`src/rtl/invader_edge_monitor_if.sv`:
```
// Bundle between the VGA pixel scanner / invader drawer and the edge monitor.
// The master side drives the per-pixel stream; the slave side (the monitor)
// returns the direction-change pulse and the border/bottom status.
interface invader_edge_monitor_if;
    logic        startOfFrame;
    logic [10:0] pixelX;
    logic [10:0] pixelY;
    logic        invaderDR;
    logic        chgDir;
    logic [1:0]  hitSide;
    logic        reachedBottom;

    modport master (
        output startOfFrame, pixelX, pixelY, invaderDR,
        input  chgDir, hitSide, reachedBottom
    );

    modport slave (
        input  startOfFrame, pixelX, pixelY, invaderDR,
        output chgDir, hitSide, reachedBottom
    );
endinterface

```
`src/rtl/invader_edge_monitor.sv`:
```
// Invader edge monitor: collects border/bottom contacts over a frame and, at
// the next startOfFrame, issues one chgDir pulse per border event with a
// holdoff window so the formation cannot reverse twice in quick succession.
//
// state   | meaning
// --------+---------------------------------------------------------------
// ARMED   | evaluate last frame's contacts at each startOfFrame
// HOLDOFF | chgDir recently issued; count frames down before re-arming
module invader_edge_monitor #(
    parameter int unsigned LEFT_EDGE      = 2,
    parameter int unsigned RIGHT_EDGE     = 637,
    parameter int unsigned BOTTOM_LINE    = 440,
    parameter int unsigned HOLDOFF_FRAMES = 45
) (
    input  logic                  clk,
    input  logic                  resetN,
    invader_edge_monitor_if.slave bus
);

    // A zero holdoff still needs a one-bit counter to exist.
    localparam int unsigned CNT_W = (HOLDOFF_FRAMES > 0) ? $clog2(HOLDOFF_FRAMES + 1) : 1;

    localparam logic [10:0]      LEFT_X    = 11'(LEFT_EDGE);
    localparam logic [10:0]      RIGHT_X   = 11'(RIGHT_EDGE);
    localparam logic [10:0]      BOTTOM_Y  = 11'(BOTTOM_LINE);
    localparam logic [CNT_W-1:0] HOLD_LOAD = CNT_W'(HOLDOFF_FRAMES);
    localparam logic [CNT_W-1:0] CNT_ONE   = CNT_W'(1);

    localparam logic [1:0] SIDE_NONE  = 2'b00;
    localparam logic [1:0] SIDE_LEFT  = 2'b01;
    localparam logic [1:0] SIDE_RIGHT = 2'b10;

    typedef enum logic {
        ARMED   = 1'b0,
        HOLDOFF = 1'b1
    } state_t;

    state_t           state_q;
    logic [CNT_W-1:0] holdoff_cnt_q;
    logic             chg_dir_q;
    logic [1:0]       hit_side_q;
    logic             reached_bottom_q;

    logic left_hit_q,  right_hit_q,  bot_hit_q;
    logic left_hit_d,  right_hit_d,  bot_hit_d;
    logic left_now,    right_now,    bot_now;
    logic elig_left,   elig_right;

    assign left_now  = bus.invaderDR && (bus.pixelX <= LEFT_X);
    assign right_now = bus.invaderDR && (bus.pixelX >= RIGHT_X);
    assign bot_now   = bus.invaderDR && (bus.pixelY >= BOTTOM_Y);

    // A side equal to the last reversal never re-fires: the formation is
    // still touching that border while it steps down.
    assign elig_right = right_hit_q && (hit_side_q != SIDE_RIGHT);
    assign elig_left  = left_hit_q  && (hit_side_q != SIDE_LEFT);

    // Frame flags: cleared at startOfFrame, but a contact on that same clock
    // already belongs to the new frame.
    always_comb begin
        left_hit_d  = left_hit_q  | left_now;
        right_hit_d = right_hit_q | right_now;
        bot_hit_d   = bot_hit_q   | bot_now;
        if (bus.startOfFrame) begin
            left_hit_d  = left_now;
            right_hit_d = right_now;
            bot_hit_d   = bot_now;
        end
    end

    // Register the sticky per-frame contact flags.
    always_ff @(posedge clk or negedge resetN) begin
        if (!resetN) begin
            left_hit_q  <= 1'b0;
            right_hit_q <= 1'b0;
            bot_hit_q   <= 1'b0;
        end else begin
            left_hit_q  <= left_hit_d;
            right_hit_q <= right_hit_d;
            bot_hit_q   <= bot_hit_d;
        end
    end

    // Frame-boundary evaluation FSM with registered outputs.
    always_ff @(posedge clk or negedge resetN) begin
        if (!resetN) begin
            state_q          <= ARMED;
            holdoff_cnt_q    <= '0;
            chg_dir_q        <= 1'b0;
            hit_side_q       <= SIDE_NONE;
            reached_bottom_q <= 1'b0;
        end else begin
            chg_dir_q <= 1'b0;
            if (bus.startOfFrame) begin
                if (bot_hit_q) begin
                    reached_bottom_q <= 1'b1;
                end
                case (state_q)
                    ARMED: begin
                        if (elig_right || elig_left) begin
                            chg_dir_q     <= 1'b1;
                            hit_side_q    <= elig_right ? SIDE_RIGHT : SIDE_LEFT;
                            holdoff_cnt_q <= HOLD_LOAD;
                            state_q       <= HOLDOFF;
                        end
                    end
                    HOLDOFF: begin
                        // Re-arm on the frame where the count would hit zero;
                        // contacts of that frame are still ignored.
                        if (holdoff_cnt_q <= CNT_ONE) begin
                            holdoff_cnt_q <= '0;
                            state_q       <= ARMED;
                        end else begin
                            holdoff_cnt_q <= holdoff_cnt_q - CNT_ONE;
                        end
                    end
                    default: state_q <= ARMED;
                endcase
            end
        end
    end

    assign bus.chgDir        = chg_dir_q;
    assign bus.hitSide       = hit_side_q;
    assign bus.reachedBottom = reached_bottom_q;

endmodule

```
`src/flat_wrapper.sv`:
```
// flat-port wrapper written by rule: the top's interface ports become plain ports
module invader_edge_monitor_flat 
#(
    parameter int unsigned LEFT_EDGE      = 2,
    parameter int unsigned RIGHT_EDGE     = 637,
    parameter int unsigned BOTTOM_LINE    = 440,
    parameter int unsigned HOLDOFF_FRAMES = 45
)
  (clk, resetN, bus_startOfFrame, bus_pixelX, bus_pixelY, bus_invaderDR, bus_chgDir, bus_hitSide, bus_reachedBottom);
  invader_edge_monitor_if bus_i ();
  input  logic clk;
  input  logic resetN;
  input wire logic [$bits(bus_i.startOfFrame)-1:0] bus_startOfFrame;
  input wire logic [$bits(bus_i.pixelX)-1:0] bus_pixelX;
  input wire logic [$bits(bus_i.pixelY)-1:0] bus_pixelY;
  input wire logic [$bits(bus_i.invaderDR)-1:0] bus_invaderDR;
  output wire logic [$bits(bus_i.chgDir)-1:0] bus_chgDir;
  output wire logic [$bits(bus_i.hitSide)-1:0] bus_hitSide;
  output wire logic [$bits(bus_i.reachedBottom)-1:0] bus_reachedBottom;
  assign bus_i.startOfFrame = bus_startOfFrame;
  assign bus_i.pixelX = bus_pixelX;
  assign bus_i.pixelY = bus_pixelY;
  assign bus_i.invaderDR = bus_invaderDR;
  assign bus_chgDir = bus_i.chgDir;
  assign bus_hitSide = bus_i.hitSide;
  assign bus_reachedBottom = bus_i.reachedBottom;
  invader_edge_monitor #(.LEFT_EDGE(LEFT_EDGE), .RIGHT_EDGE(RIGHT_EDGE), .BOTTOM_LINE(BOTTOM_LINE), .HOLDOFF_FRAMES(HOLDOFF_FRAMES)) u_core (.clk(clk), .resetN(resetN), .bus(bus_i));
endmodule
```
`config.mk`:
```
export PLATFORM = sky130hd
export DESIGN_NAME = invader_edge_monitor_flat
export DESIGN_NICKNAME = d
export VERILOG_FILES = /design/src/rtl/invader_edge_monitor_if.sv /design/src/rtl/invader_edge_monitor.sv /design/src/flat_wrapper.sv
export SDC_FILE = /design/constraint.sdc
export NUM_CORES = 1
export LEC_CHECK = 0
export CORE_AREA = 2 2 45 47
export DETAILED_ROUTE_END_ITERATION = 10
export DIE_AREA = 0 0 47 49
export HOLD_SLACK_MARGIN = 0.1
export PLACE_DENSITY_LB_ADDON = 0.2
export SETUP_SLACK_MARGIN = 0.2
export SYNTH_ARGS = -nofsm -noshare
export SYNTH_HDL_FRONTEND = slang
export SYNTH_SLANG_ARGS = --single-unit
export TNS_END_PERCENT = 10
```
`constraint.sdc`:
```
create_clock -name clk -period 4.55 [get_ports clk]
set_input_delay 0.6825 -clock clk [delete_from_list [all_inputs] [get_ports clk]]
set_output_delay 0.6825 -clock clk [all_outputs]
set_load 0.01 [all_outputs]
```
Word-level counts from Yosys, hierarchy flattened
Cells that the tools add are included.

storage, ports and cells
  output and inout port bits = 4
  logic and storage cells = 41
  flip-flop bits (word level) = 14

cells by class
  reduce and logical (&&, ||, !) cells = 9
  muxes and demuxes = 12
  bitwise gates (word level) = 4
  add/subtract/negate cells = 1
  eq/ne operators = 3
  order comparisons = 4

operators with widths
  kind                  number
  $mux 6                2
  $pmux 6 s2            1
  $ge 11x10->1 const B  1
  $ge 11x9->1 const B   1
  $le 11x2->1 const B   1
  $mux 1                7
  $le 6x1->1 const B    1
  $sub 6x1->6 const B   1
  $logic_and 1x1->1     5
  $ne 2x1->1 const B    2
  $reduce_and 2->1      2
  $or 1x1->1            3
  $reduce_and 3->1      1
  $mux 2                1
  $ne 2x2->1 const B    1
  $pmux 1 s2            1
  $logic_or 1x1->1      1
  $not 1->1             1

Logic depth before layout (Yosys ltp)
Gate-level depths: netlist of run 1.

  word-level depth = 6
  gate-level depth with buffers = 6
  depth with buffers taken out = 6

Least setup slack after synthesis of run 1
No wires, ideal clock.

  path kind = register to register
  start point = register u_core.holdoff_cnt_q[2]
  end point = register u_core.holdoff_cnt_q[3]
  setup time = 131 ps
  path slack = 3016 ps
  period minus slack after synthesis = 1534 ps
  data arrival time = 1403 ps
  stages on the path, launching flop included = 5
  path through = dfrtp_1 > or3_1 > or3_4 > a41oi_2 > o21ai_1

on the way
  word-level cells in the longest chain between the ends = 3
  elaborated cells on any way between the ends = 4

RTL lines
  element                                           line                                                      RTL
  from (decl)                                       invader_edge_monitor.sv:39                                logic [CNT_W-1:0] holdoff_cnt_q;
  from (signal assigned)                            invader_edge_monitor.sv:114                               holdoff_cnt_q <= holdoff_cnt_q - CNT_ONE;
  $sub 6x1->6 / $le 6x1->1 (equally long branches)  invader_edge_monitor.sv:114, invader_edge_monitor.sv:110
  $mux 6 (*)                                        invader_edge_monitor.sv:110                               if (holdoff_cnt_q <= CNT_ONE) begin
  $pmux 6 s2 (*)                                    invader_edge_monitor.sv:98                                case (state_q)

Every way passes the cells marked *; elsewhere a longest branch is shown, timed or not.
A chain may end at the register's enable or synchronous reset.

Worst setup path after layout of run 1
  start point = input bus_startOfFrame
  end point = register u_core.holdoff_cnt_q[3]

on the way
  word-level cells in the longest chain between the ends = 1

RTL lines
  element                     line                RTL
  from (decl)                 flat_wrapper.sv:13  input wire logic [$bits(bus_i.startOfFrame)-1:0] bus_startOfFrame;
  $reduce_and 2->1 (no line)  -

Every way passes these cells.

==> results of run 1 <==
## per-stage QoR
step / utilization / total power [W] / instances / cell area [um^2]
global route: 0.592 / 0.000535 / 135 / 1090
finish: 0.592 / 0.000494 / 135 / 1090
detailed placement: 0.573 / 0.000409 / 131 / 1050
CTS: 0.592 / 0.000498 / 135 / 1090
floorplan: - / 0.000336 / 80 / 769
global placement: 0.573 / 0.000403 / 131 / 1050
## synthesized netlist by cell type (2+ instances only)
| cell type | instances |
|---|---|
| sky130_fd_sc_hd__nor2_1 | 6 |
| sky130_fd_sc_hd__nor4_1 | 2 |
| sky130_fd_sc_hd__o21ai_0 | 5 |
| sky130_fd_sc_hd__a21o_1 | 2 |
| sky130_fd_sc_hd__dfrtp_1 | 14 |
| sky130_fd_sc_hd__ha_1 | 2 |
| sky130_fd_sc_hd__nand2_1 | 9 |
| sky130_fd_sc_hd__a32o_1 | 2 |
| sky130_fd_sc_hd__nand2b_1 | 3 |
| sky130_fd_sc_hd__nor3_1 | 2 |
| sky130_fd_sc_hd__inv_1 | 4 |
| sky130_fd_sc_hd__nand4_1 | 2 |
| sky130_fd_sc_hd__a21oi_1 | 3 |
| sky130_fd_sc_hd__o21a_1 | 2 |
## how the worst max path moves through the flow
| stage | from | end | slack (ns) | cells after the start |
|---|---|---|---|---|
| after floorplan | u_core.holdoff_cnt_q[2] | u_core.holdoff_cnt_q[3] | 3.02 | 4 |
| final | bus_startOfFrame | u_core.holdoff_cnt_q[3] | 2.60 | 5 |
| after detailed placement | bus_startOfFrame | u_core.holdoff_cnt_q[3] | 2.29 | 5 |
| after global placement | bus_startOfFrame | u_core.holdoff_cnt_q[3] | 2.31 | 5 |
| after global routing | bus_startOfFrame | u_core.bus.hitSide[1] | 2.46 | 4 |
| after CTS | bus_startOfFrame | u_core.holdoff_cnt_q[3] | 2.59 | 5 |
## state kept, by name, indices dropped and copies added (netlist names)
signal	count
u_core.right_hit_q	1
u_core.bot_hit_q	1
u_core.bus.reachedBottom	1
u_core.bus.hitSide	2
u_core.bus.chgDir	1
u_core.left_hit_q	1
u_core.state_q	1
u_core.holdoff_cnt_q	6
## power groups by stage
| stage | Clock [W] | Sequential [W] | Combinational [W] |
|---|---|---|---|
| 6_report | 0.0000890 | 0.000213 | 0.000192 |
| 5_1_grt | 0.0000985 | 0.000221 | 0.000216 |
| 4_1_cts | 0.0000914 | 0.000213 | 0.000194 |
| 3_5_place_dp | 0 | 0.000215 | 0.000194 |
| 3_3_place_gp | 0 | 0.000213 | 0.000190 |
| 2_1_floorplan | 0 | 0.000203 | 0.000133 |
## layer usage
metal | routed length [um] | GRT usage | vias up
met5 | 0 | 0 | -
met4 | 45 | 0.0972 | 0
met3 | 95 | 0.0333 | 5
met2 | 831 | 0.297 | 26
met1 | 680 | 0.178 | 337
li1 | - | - | 369
## area by class of cell
type | count | area [um^2]
fill | 177 | 751
tap | 27 | 33.8
sequential | 14 | 350
multi-input combinational | 60 | 395
inverter | 4 | 15.0
timing repair buffer | 26 | 260
clock buffer | 4 | 36.3
## cells by family (layout without fill, tap and decap cells)
family	Yosys count	count (layout)
fa+ha+maj	2	2
compound gates	28	28
simple gates	30	30
flops	14	14
buf+inv	6	34
## critical path: cells and delay by family
| kind | cells | cell delay (ns) |
|---|---|---|
| buffers and inverters | 2 | 0.85 |
| AOI/OAI and AO/OA | 3 | 0.58 |
==> parameters.txt, run 1 <==
Parameter                              Value

Timing
  Fin crit period    1.95 ns
  Highest Clock Rate    513 MHz
  Slack of the critical path    2.60 ns
  Worst clock skew    0.00339 ns
  Number of setup violations in the final report    0
  Final hold violation count    0
  Fin. max-slew vios    0
  Final TNS setup    0 ns
  Unrepaired setup endpoints after global routing    no
  Final cycle utilization of the critical path    0.428
  Final-layout worst hold slack    0.468 ns
  Relative max-transition margin    0.597
  Pin slew with the least headroom to its limit    0.603 ns

Hold path
  Launch instance of the worst min-delay path    u_core.bus.reachedBottom
  Number of cells on the worst hold path    1
  Sink of the worst hold path    u_core.bus.reachedBottom
  Hold/Removal Path Class    reg -> reg

GRT
  Vias in the first global route    734
  Largest net degree at the start of global routing    15
  Initial antenna violation count    0
  Global route overflow    0
  Total GRT Usage    0.170
  First-pass GRT wire length    2760 um

Clock tree
  Worst-case clock buffer depth    2
  Post-CTS Repair Setup Buffers    0
  CTS Buf Count    3
  Hold-fix buffer count after cts    0
  CTS root buf    sky130_fd_sc_hd__clkbuf_4
  Clock Pin Slew Worst Setup and Hold Paths    0.08 ns
  CTS HTree Levels    1
  Post_cts resized    0
  Clock tree from TritonCTS    built
  Clock latency on the worst-skew pair    0.28 ns
  # clock sinks    14

Synthesis
  Flip-flop cell with the highest count after synthesis    sky130_fd_sc_hd__dfrtp_1
  Number of synthesized register bits    14
  Sequential share of the synthesized area    0.455
  Largest family of logic cells by synthesized area    compound AO/OA/AOI/OAI gates
  Number of library cell types mapped by synthesis    36
  Compound-Gate Fraction of Synth Area    0.278
  Number of enable flip-flop cells after synthesis    0
  Gate count after technology mapping    80
  Fraction of synthesized cell area in xor and xnor cells    0
  Share of the synthesized area in the top cell type    0.455
  Net Count, Synth    108
  Mean cell area of the mapped netlist    9.62 um^2
  Dominant cell type by area after synthesis    sky130_fd_sc_hd__dfrtp_1
  Post-Syn Area    769 um^2
  Fraction of registers with async set or reset after synthesis    1.00
  Number of warning messages in the yosys log    0
  Synth area leaders    sky130_fd_sc_hd__dfrtp_1 (46%), sky130_fd_sc_hd__nand2_1 (4.4%), sky130_fd_sc_hd__ha_1 (3.3%)
  Area fraction in and, or, nand and nor cells after synthesis    0.203
  Fraction of synthesized area in multiplexers    0
  Post-synthesis share of cell area spent on full adders, half adders and majority gates    0.0325

Setup path
  Highest cell delay on the worst timing path    0.69 ns
  Crit path required time    4.71 ns
  Critical path peak fanout    11
  Setup crit end kind    flip-flop
  Worst Reg-to-Reg Cells    6
  Critical path launch point type    primary input
  Cell at the slowest stage of the critical path    sky130_fd_sc_hd__clkdlybuf4s50_1
  Sequence of cells on the critical path    clkdlybuf4s50_1 > inv_1 > o41a_1 > a41oi_2 > o21ai_1
  Crit Path Class    in -> reg
  Source of the worst register-to-register timing path    u_core.holdoff_cnt_q[0]
  Arrival time at the worst endpoint    2.11 ns
  Worst reg2reg path endpoint    u_core.holdoff_cnt_q[3]
  Minimum setup slack among reg-to-reg paths    2.91 ns

Floorplan
  Initial Utilization    0.418
  Area of the core region    0.00184 mm^2
  Vert. Die Dim    49 um
  Cell row count    16
  Count of boundary I/O pins    30
  Die boundary width    47 um
  Die area    0.00230 mm^2

Pwr
  Switching power    0.000176 W
  Leakage power    0.429 nW
  Sequential cell fraction of total power    0.431
  Pint    0.000318 W
  Net switching share of the total power    0.357
  Power Density    453 mW/mm^2
  Relative contribution of combinational cells to total power    0.389
  Maximum resistive drop on vdd    0.000230 V
  Clock group share of total power    0.180

Cells and area
  Net total in the final layout    137
  Most frequent standard cell in the layout excluding fill and tap cells    sky130_fd_sc_hd__clkdlybuf4s50_1
  Final antenna diode count    0
  Top library cells by usage in the layout, fill and taps aside    sky130_fd_sc_hd__clkdlybuf4s50_1 (26), sky130_fd_sc_hd__dfrtp_1 (14), sky130_fd_sc_hd__nand2_1 (9)
  Layout overhead on the synthesized area    41.8%
  Share of final-layout standard cells stronger than drive strength 1    0.0556

Route
  DRC violation count after routing    0
  Drt first pass iters    4
  Number of vias after detailed routing    737
  Post-detailed-routing wire length    1650 um
  WL per Instance    12.2 um
  Violation count after the first detailed-route iteration    6
  Via density per instance    5.46
  ANT nets after route    0

Placement
  Total half-perimeter wirelength after legalization and detailed placement    1340 um
  Number of port buffers    26
  Worst-case setup slack after placement    2.29 ns
  Placer congestion estimate    0.847

Run
  MaxCap Viol Count    0

Status
  Outcome    finished clean
(Power assumes the default switching activity.)
==> run 2, diff against run 1 <==
- CORE_AREA: 2 2 45 47 -> 2 2 48 50
- DIE_AREA: 0 0 47 49 -> 0 0 50 52
- clock period: 4.55 -> 1.7 ns (I/O delays scaled with it)
==> run 2 against run 1 <==
Net effect: sequential share of layout area shrank 1.8 points; clock power up 100%; die area rose by 13%; highest routed layer unchanged; largest power group is now combinational logic; routed wire length up 8.8%; cell area increased by 6.1%; clock-buffer cell count decreased by 1; via count up 7.5%.
==> parameters.txt, run 2 (synthesis gave the netlist of run 1 again) <==
Parameter                              Value

Timing
  Final TNS setup    0 ns
  Worst clock skew    0.00278 ns
  Relative max-transition margin    0.798
  Fin. max-slew vios    0
  Number of setup violations in the final report    0
  Final cycle utilization of the critical path    0.881
  Final hold violation count    0
  Pin slew with the least headroom to its limit    0.298 ns
  Unrepaired setup endpoints after global routing    yes
  Fin crit period    1.50 ns
  Slack of the critical path    0.203 ns
  Highest Clock Rate    668 MHz

GRT
  Vias in the first global route    752
  Total GRT Usage    0.154
  Global route overflow    0
  First-pass GRT wire length    2950 um
  Largest net degree at the start of global routing    15
  Initial antenna violation count    0

Route
  Post-detailed-routing wire length    1800 um
  Via density per instance    5.54
  DRC violation count after routing    0
  WL per Instance    12.6 um
  Number of vias after detailed routing    792
  Drt first pass iters    4
  Violation count after the first detailed-route iteration    17
  ANT nets after route    0

Clock tree
  CTS HTree Levels    1
  Clock tree from TritonCTS    built
  Clock Pin Slew Worst Setup and Hold Paths    0.08 ns
  Hold-fix buffer count after cts    0
  CTS Buf Count    3
  Worst-case clock buffer depth    2
  Clock latency on the worst-skew pair    0.27 ns
  CTS root buf    sky130_fd_sc_hd__clkbuf_4
  # clock sinks    14

Floorplan
  Cell row count    17
  Die area    0.00260 mm^2
  Count of boundary I/O pins    30
  Die boundary width    50 um
  Vert. Die Dim    52 um
  Initial Utilization    0.365
  Area of the core region    0.00211 mm^2

Run
  MaxCap Viol Count    0

Cells and area
  Number of fill cells in the layout    194
  Top library cells by usage in the layout, fill and taps aside    sky130_fd_sc_hd__clkdlybuf4s50_1 (26), sky130_fd_sc_hd__dfrtp_1 (14), sky130_fd_sc_hd__nand2_1 (8)
  Register bank with the most flops    u_core.holdoff_cnt_q
  Share of final-layout standard cells stronger than drive strength 1    0.148
  Layout overhead on the synthesized area    50.4%
  FF+latch area    350 um^2
  Net total in the final layout    145
  Area occupied by multi-input gates    410 um^2
  Most frequent standard cell in the layout excluding fill and tap cells    sky130_fd_sc_hd__clkdlybuf4s50_1
  Final antenna diode count    0
  Flip-flop count of the largest register after layout    6

Setup path
  Crit path required time    1.86 ns
  Arrival time at the worst endpoint    1.65 ns
  Critical path peak fanout    4
  Source of the worst register-to-register timing path    u_core.holdoff_cnt_q[4]
  Setup crit end kind    flip-flop
  Crit Path Class    reg -> reg
  Sequence of cells on the critical path    or3_1 > or3_4 > a41oi_2 > o21ai_1
  Critical path launch point type    flip-flop
  Highest cell delay on the worst timing path    0.42 ns
  Cell at the slowest stage of the critical path    sky130_fd_sc_hd__dfrtp_1
  Startpoint of the worst setup timing path    u_core.holdoff_cnt_q[4]

Placement
  Number of port buffers    26
  Placer congestion estimate    0.812
  Worst-case setup slack after placement    0.0884 ns
  Total half-perimeter wirelength after legalization and detailed placement    1460 um

Status
  Outcome    finished clean

Pwr
  Leakage power    0.462 nW
  Power Density    1210 mW/mm^2
  Maximum resistive drop on vdd    0.000596 V

Hold path
  Hold/Removal Path Class    in -> async
-- run 2: cell count changes in the layout (fill, tap and decap cells not counted), sizes merged --
| cell | change |
|---|---|
| clkbuf | -1 |
| buf | +8 |
-- run 2: critical path: cells and delay by family, from the launching register on --
family,cells,cell delay (ns)
and+or+nand+nor,2,0.74
DFF,1,0.42
AOI/OAI and AO/OA,2,0.22
-- run 2: through the flow --
stage                     area (um^2)  cells  hold slack [ns]  total power (W)  utilization
final                            1160    143            0.280          0.00140        0.550
after global routing             1160    143            0.281          0.00151        0.550
after CTS                        1140    142            0.288          0.00137        0.543
after detailed placement         1100    138            0.456          0.00114        0.524
after global placement           1100    138            0.451          0.00112        0.524
after floorplan                   772     80          -0.0406         0.000904            -
-- run 2: report_power, final --
| group | switching, W | internal (W) |
|---|---|---|
| clock | 0.0000985 | 0.0000821 |
| sequential | 0.000111 | 0.000441 |
| combinational | 0.000303 | 0.000362 |
-- run 2: worst paths after layout --
check	slack, ns	depth (start not counted)	end
worst max register to register	0.20	4	u_core.holdoff_cnt_q[3]
worst max-delay path	0.20	4	u_core.holdoff_cnt_q[3]
max in group asynchronous	1.25	2	u_core.bus.hitSide[0]
worst min-delay path	0.28	2	u_core.holdoff_cnt_q[4]
min in group clk	0.47	1	u_core.bus.reachedBottom
worst min register to register	0.47	1	u_core.bus.reachedBottom
-- run 2: routing by layer --
layer	global-route usage	part of all wire	up-vias	wire length, um
li1	-	-	380	-
met1	0.146	0.38	364	678
met2	0.300	0.51	43	920
met3	0.0287	0.083	5	150
met4	0.0972	0.026	0	47
met5	0	0	-	0
-- run 2: repair_timing --
action,4_1_cts,5_1_grt
setup buffers,1,1
pin swaps,0,0
endpoints found under the setup margin,5,5
gates resized for setup,3,3
-- run 2: area by class of cell --
type,instances,area share
multi-input cells,60,0.355
repair buffers,34,0.280
flip-flops and latches,14,0.303
clock buffers,3,0.0195
well taps,28,0.0303
inverters,4,0.0130
